## config.mk

```make
export PLATFORM = sky130hd
export DESIGN_NAME = binary_to_bcd_converter
export DESIGN_NICKNAME = d
export VERILOG_FILES = /design/src/rtl/binary_to_bcd_converter_pkg.sv /design/src/rtl/binary_to_bcd_converter_bcd_digit_adjust.sv /design/src/rtl/binary_to_bcd_converter.sv
export SDC_FILE = /design/constraint.sdc
export NUM_CORES = 1
export LEC_CHECK = 0
export CORE_ASPECT_RATIO = 1.5
export CORE_MARGIN = 2
export CORE_UTILIZATION = 35
export DETAILED_ROUTE_END_ITERATION = 16
export PLACE_DENSITY = 0.64
export SLEW_MARGIN = 20
export SYNTH_ARGS = -nofsm -noshare
export SYNTH_HDL_FRONTEND = slang
export SYNTH_HIERARCHICAL = 1
export SYNTH_SLANG_ARGS = --single-unit
```

## constraint.sdc

```tcl
create_clock -name clk -period 1.7 [get_ports clk]
set_input_delay 0.255 -clock clk [delete_from_list [all_inputs] [get_ports clk]]
set_output_delay 0.255 -clock clk [all_outputs]
set_load 0.01 [all_outputs]
```

## src/rtl/binary_to_bcd_converter_pkg.sv

```systemverilog
// Shared definitions for the binary-to-BCD converter: state encoding,
// default sizes and the decimal limit constants.
package binary_to_bcd_converter_pkg;

    localparam int BIN_WIDTH_DEF = 27;
    localparam int DIGITS_DEF    = 8;

    typedef enum logic [1:0] {
        IDLE  = 2'd0,
        SHIFT = 2'd1,
        DONE  = 2'd2
    } conv_state_t;

    // Largest value representable in the given number of decimal digits.
    function automatic longint unsigned bcd_max_of(input int digits);
        longint unsigned acc;
        acc = 64'd1;
        for (int i = 0; i < digits; i++) begin
            acc = acc * 64'd10;
        end
        return acc - 64'd1;
    endfunction

    localparam longint unsigned        BCD_MAX = bcd_max_of(DIGITS_DEF);
    localparam logic [4*DIGITS_DEF-1:0] BCD_SAT = {DIGITS_DEF{4'h9}};

endpackage

```

## src/rtl/binary_to_bcd_converter_bcd_digit_adjust.sv

```systemverilog
// Double-dabble digit correction: a nibble of 5 or more gets +3 so the
// following left shift carries correctly into the next decimal digit.
module bcd_digit_adjust (
    input  logic [3:0] digit_in,
    input  logic [3:0] digit_out_unused_n,
    output logic [3:0] digit_out
);

    // Add-3 correction, no carry out of the nibble.
    always_comb begin
        digit_out = digit_in;
        if (digit_in >= 4'd5) begin
            digit_out = digit_in + 4'd3;
        end else begin
            digit_out = digit_in;
        end
    end

endmodule

```

## src/rtl/binary_to_bcd_converter.sv

```systemverilog
// Sequential double-dabble converter: one shift per clock, start/busy/done
// handshake, saturating to all nines when the input exceeds DIGITS digits.
module binary_to_bcd_converter
    import binary_to_bcd_converter_pkg::*;
#(
    parameter int BIN_WIDTH = BIN_WIDTH_DEF,
    parameter int DIGITS    = DIGITS_DEF
) (
    input  logic                  clk,
    input  logic                  reset,
    input  logic                  start,
    input  logic [BIN_WIDTH-1:0]  binaryIn,
    output logic                  busy,
    output logic                  done,
    output logic [4*DIGITS-1:0]   bcdOut,
    output logic                  overflow
);

    localparam int              CNT_W    = $clog2(BIN_WIDTH + 1);
    localparam int              CAT_W    = 4*DIGITS + BIN_WIDTH;
    localparam longint unsigned MAX_VAL  = bcd_max_of(DIGITS);
    // When the binary range never reaches 10^DIGITS the comparison is moot.
    localparam bit              OVF_POSSIBLE = (MAX_VAL < ((64'd1 << BIN_WIDTH) - 64'd1));
    localparam logic [BIN_WIDTH-1:0] MAX_BIN = BIN_WIDTH'(MAX_VAL);
    localparam logic [4*DIGITS-1:0]  SAT_VAL = {DIGITS{4'h9}};

    conv_state_t            state_r;
    conv_state_t            next_state_s;
    logic [BIN_WIDTH-1:0]   shift_r;
    logic [4*DIGITS-1:0]    scratch_r;
    logic [CNT_W-1:0]       count_r;
    logic                   ovf_pending_r;
    logic                   busy_r;
    logic                   done_r;
    logic [4*DIGITS-1:0]    bcd_r;
    logic                   overflow_r;

    logic [4*DIGITS-1:0]    adjusted_s;
    logic [CAT_W-1:0]       shifted_s;
    logic                   ovf_s;

    for (genvar g = 0; g < DIGITS; g++) begin : g_adj
        bcd_digit_adjust u_adj (
            .digit_in           (scratch_r[4*g +: 4]),
            .digit_out_unused_n (4'd0),
            .digit_out          (adjusted_s[4*g +: 4])
        );
    end

    // Adjusted scratch and shift register move left together by one bit.
    always_comb begin
        shifted_s = {adjusted_s, shift_r} << 1;
        ovf_s     = OVF_POSSIBLE && (binaryIn > MAX_BIN);
    end

    // Next-state selection.
    always_comb begin
        next_state_s = state_r;
        case (state_r)
            IDLE: begin
                if (start) begin
                    next_state_s = SHIFT;
                end else begin
                    next_state_s = IDLE;
                end
            end
            SHIFT: begin
                if (count_r == CNT_W'(1)) begin
                    next_state_s = DONE;
                end else begin
                    next_state_s = SHIFT;
                end
            end
            DONE:    next_state_s = IDLE;
            default: next_state_s = IDLE;
        endcase
    end

    // State, datapath and registered outputs.
    always_ff @(posedge clk) begin
        if (reset) begin
            state_r       <= IDLE;
            shift_r       <= '0;
            scratch_r     <= '0;
            count_r       <= '0;
            ovf_pending_r <= 1'b0;
            busy_r        <= 1'b0;
            done_r        <= 1'b0;
            bcd_r         <= '0;
            overflow_r    <= 1'b0;
        end else begin
            state_r <= next_state_s;
            busy_r  <= (next_state_s != IDLE);
            done_r  <= 1'b0;
            case (state_r)
                IDLE: begin
                    if (start) begin
                        shift_r       <= binaryIn;
                        scratch_r     <= '0;
                        count_r       <= CNT_W'(BIN_WIDTH);
                        ovf_pending_r <= ovf_s;
                    end
                end
                SHIFT: begin
                    scratch_r <= shifted_s[CAT_W-1 -: 4*DIGITS];
                    shift_r   <= shifted_s[BIN_WIDTH-1:0];
                    count_r   <= count_r - CNT_W'(1);
                end
                DONE: begin
                    bcd_r      <= ovf_pending_r ? SAT_VAL : scratch_r;
                    overflow_r <= ovf_pending_r;
                    done_r     <= 1'b1;
                end
                default: begin
                    done_r <= 1'b0;
                end
            endcase
        end
    end

    assign busy     = busy_r;
    assign done     = done_r;
    assign bcdOut   = bcd_r;
    assign overflow = overflow_r;

endmodule

```

======== Yosys cells after proc, flatten, opt, wreduce, memory -nomap -nowiden ========
Index checks and enable logic that the tools add are counted.
storage, ports and cells
  flip-flop bits (word level) ............. 102
  bits in latches ......................... 0
  bits in writable memories ............... 0
  bits in read-only memories .............. 0
  bits of input ports ..................... 30
  output and inout port bits .............. 35
  word-level logic and storage cells ...... 55
  memories kept ........................... 0
cells by class
  add/sub/neg operators ................... 9
  multipliers ............................. 0
  divide/modulo/power cells ............... 0
  order comparisons ....................... 9
  equality and inequality tests ........... 4
  shifts and indexed selects .............. 0
  multiplexer cells ....................... 19
  bitwise logic cells ..................... 0
  reductions and logical operators ........ 5
operators with widths
  operator                                                           number
  two-way mux 32 bit                                                 2
  case mux 32 bit (2 select lines)                                   1
  case mux 27 bit (2 select lines)                                   1
  greater-or-equal comparator 4 x 3 -> 1 bit, second input constant  8
  adder 4 x 2 -> 4 bit, second input constant                        7
  two-way mux 4 bit                                                  7
  > comparator 27 bit, second input constant                         1
  two-way mux 27 bit                                                 1
  case mux 5 bit (2 select lines)                                    1
  == test 5 x 1 -> 1 bit, second input constant                      1
  two-way mux 5 bit                                                  1
  subtractor 5 x 1 -> 5 bit, second input constant                   1
  case mux 2 bit (2 select lines)                                    1
  AND reduction 2 bit                                                2
  nonzero test 2 bit                                                 2
  adder 3 x 2 -> 3 bit, second input constant                        1
  two-way mux 3 bit                                                  1
  == test 2 x 1 -> 1 bit, second input constant                      1
  == test 2 bit, second input constant                               1
  logical NOT 2 bit                                                  1
  two-way mux 1 bit                                                  2
  two-way mux 2 bit                                                  1
  inequality test 2 bit, second input constant                       1

======== Longest topological paths before layout ========
Gate-level depths: netlist of run 1.
  depth in word-level cells ............... 4
  mapped depth ............................ 7

======== Modules after synthesis ========
The synthesis of run 1 kept the hierarchy.
by module, submodules not included
  module                   instances  cells each  area an instance (um^2)  seq. area each (um^2)
  binary_to_bcd_converter  1          454         4152.7                   2042.0
  bcd_digit_adjust         8          16          101.3                    0.0

======== Least setup slack after synthesis of run 1 ========
Ideal clock, no wire load.
  path type ............................... reg-to-reg
  start point ............................. reg scratch_r[17]
  end point ............................... reg scratch_r[18]
  arrival time ............................ 1.192 ns
  data required time ...................... 1.572 ns
  setup slack ............................. 0.380 ns
  stages on the path, launching flop included .. 8
  period minus slack after synthesis ...... 1.320 ns
  cell sequence ........................... dfxtp_1 inv_1 ha_1 nand2b_1 a21oi_2 mux2i_1 a22oi_1 nor2_1
on the way
  word-level cells in the longest chain between the ends .. 3
RTL lines
  element                                                                             line                                                                                            text
  start: declaration                                                                  binary_to_bcd_converter.sv:30                                                                   logic [4*DIGITS-1:0] scratch_r;
  start signal: assignment                                                            binary_to_bcd_converter.sv:105                                                                  scratch_r <= shifted_s[CAT_W-1 -: 4*DIGITS];
  adder 4 x 2 -> 4 bit or greater-or-equal comparator 4 x 3 -> 1 bit (tied branches)  binary_to_bcd_converter_bcd_digit_adjust.sv:13, binary_to_bcd_converter_bcd_digit_adjust.sv:12
  two-way mux 4 bit (*)                                                               binary_to_bcd_converter_bcd_digit_adjust.sv:12                                                  if (digit_in >= 4'd5) begin
  named net adjusted_s[17]                                                            binary_to_bcd_converter.sv:38                                                                   logic [4*DIGITS-1:0] adjusted_s;
  case mux 32 bit (2 select lines) (*)                                                binary_to_bcd_converter.sv:95                                                                   case (state_r)
Mark *: on every way through the listed nets, which the timed path passes. The rest lies on a longest branch.
A chain may end at the register's enable or synchronous reset.

======== Worst setup path after layout of run 1 ========
  start point ............................. reg scratch_r[25]
  end point ............................... reg scratch_r[26]
Same word-level chain as after synthesis.

==> metrics.csv, run 1 <==
stage,metric,value,unit
grt,Total GRT Usage,0.151,
clock_tree,insertion delay to the later sink of the worst-skew pair,0.35,ns
clock_tree,root cell of the clock tree,clkbuf_16,
floorplan,floorplan die area,15100,µm²
logic_synthesis,instance count of the mapped netlist,577,
setup_path,arrival time of the worst setup path,1.79,ns
timing,post-layout min period,1.51,ns
timing,final setup violating endpoints,0,
power,Design Power,5.27,mW
setup_path,critical register-to-register path startpoint,scratch_r[25]$_SDFFE_PP0P_,
final_layout,antenna diode instance count,0,
logic_synthesis,average size of a mapped cell,8.56,µm²
detailed_routing,mean number of vias per cell,5.22,
grt,number of antenna violations at the first check in global routing,0,
logic_synthesis,syn nets,625,
logic_synthesis,Post-Synthesis Cell Area,4940,µm²
detailed_routing,average wire per cell in the routed design,13.7,µm
final_layout,share of cells above drive strength 1,0.118,
power,IR Drop Worst-Case VDD,424,µV
power,power density normalized to cell area,867,nW/µm²
timing,final hold vios,0,
timing,Worst-Margin Slew,0.363,ns
setup_path,"reg-to-reg slack, setup",0.19,ns
setup_path,Crit-path slowest cell,dfxtp_1,
final_layout,filler instances,1366,
setup_path,reg-to-reg endpoint,scratch_r[26]$_SDFFE_PP0P_,
clock_tree,clock tree from TritonCTS,done,
grt,maximum number of pins on one net before global-route repair,45,
floorplan,Starting Density,0.355,
floorplan,Die Span X,101,µm
final_layout,final net count,683,
setup_path,Critical Path End,scratch_r[26]$_SDFFE_PP0P_,
setup_path,Critical path origin,scratch_r[25]$_SDFFE_PP0P_,
setup_path,worst stage delay on the critical path,0.40,ns
timing,timing-limited maximum frequency,0.663,GHz
setup_path,type of element capturing the critical path,flop,
grt,gr ovfl total,0,
setup_path,length in cells of the worst reg-to-reg path,7,
power,static power due to leakage,2.27,nW
setup_path,worst-path fanout max,4,
timing,setup TNS after final layout,0,ns
detailed_routing,number of violations reported at the end of detailed-routing iteration 0,156,
detailed_routing,antenna-violating nets left,0,
setup_path,Required @ worst endpoint,1.98,ns
clock_tree,"Setup Fix Bufs, Post-CTS",0,
clock_tree,maximum clock path buffer count,2,
timing,Fin Clk Skew,0.00601,ns
hold_path,path class of the lowest-slack min-delay path,in2reg,
floorplan,number of placement rows,53,
timing,final critical-path share of the clock period,0.887,
timing,setup repair after global routing missed its margin,no,
setup_path,CP Cell Sequence,"inv_1, ha_1, nand2b_1, a21oi_2, mux2i_1, a22oi_1, nor2_1",
clock_tree,clock-pin slew on the worst setup and hold paths,0.06,ns
final_layout,layout-stage area growth over the synthesis result,23.0,%
clock_tree,TritonCTS Sinks,102,
logic_synthesis,yosys synthesis warning count,6,
grt,via count of the first global-routing pass,3923,
floorplan,I/O pin cnt,65,
detailed_routing,drt drc,0,
timing,max-slew violation count,0,
grt,global-route wire length before repair,18.5,mm
setup_path,kind of critical path,reg2reg,
detailed_routing,routed wire length,11.0,mm
floorplan,die height,150,µm
final_layout,post-layout utilization of the core,0.436,
floorplan,Core Box Area,13900,µm²
clock_tree,CTS buffer count,9,
outcome,run status,finished clean,
run,number of maximum-capacitance violations,0,
detailed_routing,detailed-route via count,4185,
setup_path,kind of start point of the critical path,flop,
clock_tree,CTS Hold Bufs,0,
detailed_routing,drt pass-1 iters,4,
placed_design,Port Buffer Count,64,
placed_design,routability congestion estimate,0.767,
clock_tree,cts repair resizes,0,
clock_tree,level count of the clock H-tree,3,
hold_path,Hold Path Depth,2,
placed_design,HPWL Detailed,7.76,mm
timing,tightest slew margin relative to the limit,0.754,
[report_power, final]
| group | internal, mW | total [mW] | switching (mW) |
|---|---|---|---|
| registers | 2.48 | 2.54 | 0.0568 |
| logic | 0.284 | 0.621 | 0.337 |
| clock network | 1.27 | 2.11 | 0.842 |
[worst min path at each step]
stage / end / startpoint
after floorplan: shift_r[0]$_SDFFE_PP0P_ / binaryIn[0]
after global placement: bcdOut[17]$_SDFFE_PP0P_ / bcdOut[17]$_SDFFE_PP0P_
after detailed placement: bcdOut[26]$_SDFFE_PP0P_ / bcdOut[26]$_SDFFE_PP0P_
after CTS: scratch_r[17]$_SDFFE_PP0P_ / reset
after global routing: scratch_r[18]$_SDFFE_PP0P_ / reset
final: scratch_r[17]$_SDFFE_PP0P_ / reset
[per-stage QoR]
step           setup WS (ns)  cells  hold slack (ns)  instance area, µm²
2_1_floorplan          0.380    577            0.403                4940
3_3_place_gp          0.0339    789            0.441                5780
3_5_place_dp         -0.0254    789            0.448                5780
4_1_cts                0.167    802            0.280                6070
5_1_grt               0.0703    802            0.304                6070
6_report               0.191    802            0.291                6070
[sequential cells by signal, indices dropped and copies added (netlist names)]
register	flops
bcdOut	32
busy	1
count_r	5
done	1
overflow	1
ovf_pending_r	1
scratch_r	32
shift_r	27
state_r	2
[layout by cell type, fill, tap and decap left out, types with 17 or more instances in the layout]
cell,instances
a21oi_1,20
a22oi_1,17
a311oi_2,22
buf_4,17
clkdlybuf4s50_1,63
dfxtp_1,102
ha_1,18
inv_1,18
nand2_1,104
nand3_1,18
nor2_1,77
nor3_1,35
[area by class of cell]
class | count | area (µm²) | area share
inverters | 19 | 71.3 | 0.0117
clock inverters | 2 | 60.1 | 0.00989
repair buffers | 88 | 918 | 0.151
clock buffers | 11 | 233 | 0.0383
well taps | 165 | 206 | 0.0340
flip-flops and latches | 102 | 2040 | 0.336
multi-input cells | 415 | 2540 | 0.419
[worst max-delay path: cells and delay by family, from the launching register on]
kind                     cells  cell delay [ns]
AO/OA/AOI/OAI                2             0.30
multiplexers                 1             0.20
buffers and inverters        1             0.10
adder cells (fa/ha/maj)      1             0.18
AND/OR/NAND/NOR              2             0.25
flip-flops                   1             0.40
[routing by layer]
metal | track usage | share of wire | vias up
li1 | - | - | 2108
met1 | 0.180 | 0.43 | 1985
met2 | 0.270 | 0.52 | 78
met3 | 0.0201 | 0.036 | 14
met4 | 0.0628 | 0.014 | 0
met5 | 0 | 0 | -
No activity file was read; power rests on OpenSTA's default activity.
==> run 2: changes to the inputs <==
--- a/constraint.sdc
+++ b/constraint.sdc
@@ -3,2 +3,2 @@
 set_output_delay 0.255 -clock clk [all_outputs]
-set_load 0.01 [all_outputs]
+set_load 0.02 [all_outputs]
==> results of run 2 <==
The final DEF is identical to that of run 1. Status: finished clean.
Main changes from that run: setup slack after layout 0.191 ns -> 0.128 ns; start point of the critical path scratch_r[25]$_SDFFE_PP0P_ -> bcdOut[31]$_SDFFE_PP0P_; end point of the critical path scratch_r[26]$_SDFFE_PP0P_ -> bcdOut[31]
